==> src/rtl/decode_pkg.sv <==
// Shared decode-stage definitions: buffer geometry defaults and the
// decoded-instruction bundle carried through the decode buffer.
package decode_pkg;

  localparam int LANES_DEF = 2;
  localparam int DEPTH_DEF = 8;

  // One decoded instruction as handed from decode to issue.
  typedef struct packed {
    logic [31:0] pc;
    logic [31:0] inst;
    logic [7:0]  aluop;
    logic [2:0]  alusel;
    logic [31:0] imm;
    logic        reg1_re;
    logic [4:0]  reg1_addr;
    logic        reg2_re;
    logic [4:0]  reg2_addr;
    logic        reg_we;
    logic [4:0]  reg_waddr;
    logic [2:0]  spare;      // pads the bundle to a 128-bit boundary
  } bundle_t;

  localparam int BUNDLE_W = $bits(bundle_t);

endpackage

==> src/rtl/decode_buffer_lane_compact.sv <==
// Lane compaction: maps sparse per-lane enqueue requests onto consecutive
// write offsets (ascending lane order) and reports how many entries enqueue.
module lane_compact #(
  parameter int LANES = 2,
  parameter int ENQ_W = $clog2(LANES + 1)
) (
  input  logic [LANES-1:0]            in_valid,
  output logic [LANES-1:0][ENQ_W-1:0] lane_off,
  output logic [ENQ_W-1:0]            enq_num
);

  // Each lane's offset is the number of valid lanes below it.
  always_comb begin
    logic [ENQ_W-1:0] acc;
    acc      = '0;
    lane_off = '0;
    enq_num  = '0;
    for (int i = 0; i < LANES; i++) begin
      lane_off[i] = acc;
      if (in_valid[i]) acc = acc + ENQ_W'(1);
    end
    enq_num = acc;
  end

endmodule

==> src/rtl/decode_buffer.sv <==
// Multi-lane decode buffer: a circular FIFO of decoded bundles that accepts
// up to LANES bundles per cycle (whole-group admission) and presents the
// oldest LANES entries in order, dequeuing an in-order accepted prefix.
module decode_buffer
  import decode_pkg::*;
#(
  parameter int LANES = LANES_DEF,
  parameter int DEPTH = DEPTH_DEF,
  parameter int DW    = BUNDLE_W
) (
  input  logic                        clk,
  input  logic                        rst,
  input  logic                        flush,
  input  logic [LANES-1:0]            in_valid,
  input  logic [LANES-1:0][DW-1:0]    in_data,
  output logic                        in_ready,
  output logic [LANES-1:0]            out_valid,
  output logic [LANES-1:0][DW-1:0]    out_data,
  input  logic [LANES-1:0]            out_ready,
  output logic [$clog2(DEPTH+1)-1:0]  count,
  output logic                        pause
);

  localparam int PTR_W = $clog2(DEPTH);
  localparam int CNT_W = $clog2(DEPTH + 1);
  localparam int ENQ_W = $clog2(LANES + 1);
  localparam logic [CNT_W-1:0] DEPTH_C = CNT_W'(DEPTH);
  localparam logic [CNT_W-1:0] LANES_C = CNT_W'(LANES);

  logic [DW-1:0]               mem [DEPTH];
  logic [PTR_W-1:0]            rd_ptr;
  logic [PTR_W-1:0]            wr_ptr;
  logic [LANES-1:0][ENQ_W-1:0] lane_off;
  logic [ENQ_W-1:0]            enq_num;
  logic [CNT_W-1:0]            enq_cnt;
  logic [CNT_W-1:0]            deq_cnt;
  logic                        do_enq;

  lane_compact #(
    .LANES (LANES),
    .ENQ_W (ENQ_W)
  ) u_lane_compact (
    .in_valid (in_valid),
    .lane_off (lane_off),
    .enq_num  (enq_num)
  );

  // Admission depends only on registered occupancy, never on this cycle's dequeue.
  assign in_ready = (DEPTH_C - count) >= LANES_C;
  assign pause    = ~in_ready;
  assign do_enq   = in_ready && !flush && !rst;
  assign enq_cnt  = do_enq ? CNT_W'(enq_num) : '0;

  // Present the oldest LANES entries, oldest in lane 0.
  always_comb begin
    out_valid = '0;
    out_data  = '0;
    for (int i = 0; i < LANES; i++) begin
      out_valid[i] = count > CNT_W'(i);
      out_data[i]  = mem[rd_ptr + PTR_W'(i)];
    end
  end

  // Dequeue only the contiguous accepted prefix starting at lane 0.
  always_comb begin
    logic stop;
    stop    = 1'b0;
    deq_cnt = '0;
    for (int i = 0; i < LANES; i++) begin
      if (!stop && out_valid[i] && out_ready[i]) deq_cnt = deq_cnt + CNT_W'(1);
      else stop = 1'b1;
    end
  end

  // Storage writes: compacted lanes land at consecutive slots from wr_ptr.
  always_ff @(posedge clk) begin
    if (do_enq) begin
      for (int i = 0; i < LANES; i++) begin
        if (in_valid[i]) mem[wr_ptr + PTR_W'(lane_off[i])] <= in_data[i];
      end
    end
  end

  // Pointer and occupancy update; reset beats flush, flush beats traffic.
  always_ff @(posedge clk) begin
    if (rst || flush) begin
      count  <= '0;
      rd_ptr <= '0;
      wr_ptr <= '0;
    end else begin
      count  <= count + enq_cnt - deq_cnt;
      rd_ptr <= rd_ptr + PTR_W'(deq_cnt);
      wr_ptr <= wr_ptr + PTR_W'(enq_cnt);
    end
  end

endmodule

==> config.mk <==
export PLATFORM = sky130hd
export DESIGN_NAME = decode_buffer
export DESIGN_NICKNAME = d
export VERILOG_FILES = /design/src/rtl/decode_pkg.sv /design/src/rtl/decode_buffer_lane_compact.sv /design/src/rtl/decode_buffer.sv
export SDC_FILE = /design/constraint.sdc
export NUM_CORES = 2
export LEC_CHECK = 0
export CORE_ASPECT_RATIO = 0.75
export CORE_MARGIN = 2
export CORE_UTILIZATION = 59
export DETAILED_ROUTE_END_ITERATION = 10
export PLACE_DENSITY_LB_ADDON = 0.12
export SLEW_MARGIN = 30
export SYNTH_ARGS = -nofsm -noshare
export SYNTH_HDL_FRONTEND = slang
export SYNTH_HIERARCHICAL = 1
export SYNTH_SLANG_ARGS = --single-unit
==> constraint.sdc <==
create_clock -name clk -period 13.8 [get_ports clk]
set_input_delay 2.07 -clock clk [delete_from_list [all_inputs] [get_ports clk]]
set_output_delay 2.07 -clock clk [all_outputs]
set_load 0.01 [all_outputs]
==> summary.md <==
| Metric | Value |
|---|---|
| Total gr overflow | `0` |
| Setup Skew | `0.0181 ns` |
| XOR/XNOR Fraction of Synth Area | `0.178%` |
| WL per Instance | `32.5 um` |
| Placed inst area | `65400 um2` |
| Critical Path Source | `rd_ptr[0]` |
| Final Slew Violations | `0` |
| DPL Wire Length | `94.0 mm` |
| Slew @ Worst Pin | `1.08 ns` |
| Crit Reg-Reg Endpoint | `mem[2][68]` |
| Slowest-stage cell, CP | `buf_4` |
| Post-CTS Setup Bufs | `0` |
| R2r worst-path depth | `8` |
| Clock Path Buffers | `3` |
| Worst path top cell family by delay | `buffers and inverters` |
| Total I/O pin count | `527` |
| IO Port Bufs | `526` |
| Layout Cell Area excl Fill | `68800 um2` |
| Hold WS | `0.682 ns` |
| Worst Hold Class | `flop to flop` |
| Root Buffer | `clkbuf_16` |
| Num CTS Buffers | `105` |
| Synth Area per Inst | `18.5 um2` |
| Flop2flop setup slack | `9.30 ns` |
| Buf/Inv on CP | `3` |
| Leakage power | `21.4 nW` |
| Max_slew headroom | `27.7%` |
| # fillers | `6381` |
| Drt total wl | `164 mm` |
| Antenna violations before repair | `35` |
| Vias post-DR | `34600` |
| Mux share of post-synthesis cell area | `44.0%` |
| #FFs+latches synth | `1034` |
| DRC | `0` |
| Most common cell after layout, fill and taps aside | `edfxtp_1` |
| Clk_lat worst skew | `0.70 ns` |
| Yosys cell types | `36` |
| Worst setup EP type | `output pin` |
| Cts repair resizes | `0` |
| Antenna-violating nets left | `0` |
| Via density | `6.85` |
| Max-cap violations | `0` |
| Starting Density | `59.5%` |
| CP max stage delay | `0.81 ns` |
| Pin count of the biggest net entering global routing | `135` |
| CTS Hold Bufs | `0` |
| Largest family of logic cells by synthesized area | `multiplexers` |
| Seq/Total Area, Yosys | `52.4%` |
| Final Hold Fails | `0` |
| Most frequent cells in the layout | `edfxtp_1, mux2_2, clkdlybuf4s50_1` |
| # clock sinks | `1034` |
| Pre-antenna DRT Iters | `7` |
| Synth Area in Compound Gates | `0.299%` |
| TNS Setup | `0 ns` |
| Status | `completed` |
| Peak supply drop | `0.000114 V` |
| Worst setup SP type | `flop` |
| Final net count | `3909` |
| Maximum fanout along the worst path | `69` |
| Minimum clock period | `6.67 ns` |
| Mapped cell area | `59000 um2` |
| Crit path capture | `out_data[207]` |
| Gr usage total | `32.2%` |
| DIE AREA | `103000 um2` |
| Row Count | `100` |
| Crit path depth | `5` |
| RSZ-0062 raised after global routing | `no` |
| Final worst-path cycle share | `48.3%` |
| Reg2reg start | `wr_ptr[0]` |
| Worst endpoint data arrival time | `4.60 ns` |
| Core area | `99200 um2` |
| Max Freq | `150 MHz` |
| Worst-path clk slew | `0.06 ns` |
| First-pass GRT wire length | `244 mm` |
| Final Power | `9.61 mW` |
| Post-synthesis simple-gate area fraction | `0.295%` |
| Crit-path cells | `buf_4, buf_6, mux4_2, mux2_2, clkdlybuf4s50_1` |
| Final setup viols | `0` |
| Syn-to-layout area delta | `16.6%` |
| Ys Warns | `6` |
| Share of cells above drive strength 1 | `45.1%` |
| H-tree depth | `3` |
| Power per cell area | `140 nW/um2` |
| Die Ht | `278 um` |
| Critical path class | `flop to output pin` |
| Gp weighted congestion | `0.836` |
| Vias in the first global route | `37000` |
| WP data required | `11.73 ns` |
| Drt initial violations | `3401` |
| CTS tree | `yes` |
| Die span in x | `369 um` |
| Mapped Cells | `3192` |
| Post-Synth Adder-Cell Area | `0.521%` |
[synth_stat cells, drive strengths merged]
cell,n,share of area [%]
buf,194,1.8
or2,1,0.011
xor2,6,0.089
a211oi,1,0.013
o211ai,3,0.064
mux2,1280,24
nand2,5,0.032
xnor2,6,0.089
nor4b,1,0.025
a211o,1,0.015
ha,15,0.32
and3,1,0.011
o21ai,2,0.017
inv,17,0.11
and2,5,0.053
fa,6,0.20
conb,1,0.0064
clkbuf,67,0.43
nor2,13,0.083
nand4bb,1,0.019
dfxtp,10,0.34
nand3,3,0.025
a41o,4,0.068
or3,1,0.011
o31ai,4,0.051
mux4,512,20
nor3,2,0.025
a21oi,3,0.025
o211a,2,0.034
edfxtp,1024,52
a21o,1,0.013
[sequential cells by signal, indices dropped and copies added, names as in the netlist]
signal	flops
wr_ptr	3
mem	1024
rd_ptr	3
count	4
[cells by family (layout without fill, tap and decap cells)]
group | after synthesis | in the layout
muxes | 1792 | 1792
xor gates and xnor gates | 12 | 12
buffers and inverters | 278 | 794
DFF | 1034 | 1034
AOI/OAI and AO/OA | 21 | 21
other | 1 | 21
and+or+nand+nor | 33 | 33
adders and majority gates | 21 | 21
[worst register-to-register path, delay by kind of cell (launching register included)]
family                   cells  cell delay (ns)
AO/OA/AOI/OAI                2             0.89
XOR/XNOR                     1             0.28
adder cells (fa/ha/maj)      2             0.65
buffers and inverters        2             1.73
flip-flops                   1             0.35
AND/OR/NAND/NOR              1             0.19
[where the power goes]
part	total [mW]	leakage [nW]	internal, mW	switching [mW]
Clock	2.82	1.60	1.58	1.24
Sequential	3.72	9.32	3.63	0.0855
Combinational	3.07	10.4	1.65	1.42
Total	9.61	21.4	6.86	2.75
[metrics by stage]
step           utilization [%]  worst slack, ns  std cells
6_report                  69.4             7.13       5054
5_1_grt                   69.4             6.81       5051
4_1_cts                   69.3             6.85       5034
3_5_place_dp              66.0             6.92       4842
3_3_place_gp              65.9             6.84       4842
2_1_floorplan                -             1.20       3194
[worst min path at each step]
stage | start | endpoint | slack (ns) | depth (start not counted)
after floorplan | rd_ptr[0] | rd_ptr[0] | 0.57 | 2
after global placement | wr_ptr[0] | wr_ptr[0] | 0.65 | 2
after detailed placement | wr_ptr[0] | wr_ptr[0] | 0.65 | 2
after CTS | wr_ptr[2] | wr_ptr[2] | 0.67 | 2
after global routing | wr_ptr[0] | wr_ptr[0] | 0.72 | 2
final | wr_ptr[0] | wr_ptr[0] | 0.68 | 2
[per-layer routing]
metal	routed length, um	global-route usage, %	vias to the layer above
met2	83800	53.8	1496
met4	5010	11.0	36
li1	-	-	14400
met3	13300	7.04	306
met1	62000	42.1	18500
met5	246	0	-
[final cells by class]
type / count / area (um2) / area share, %
diodes: 18 / 45.0 / 0.0654
clock buffers: 132 / 2770 / 4.03
clock inverters: 60 / 531 / 0.771
inverters: 17 / 63.8 / 0.0927
multi-input cells: 1882 / 26900 / 39.1
flip-flops and latches: 1034 / 31000 / 45.0
well taps: 1326 / 1660 / 2.41
repair buffers: 585 / 5880 / 8.54
No activity file was read; power rests on OpenSTA's default activity.
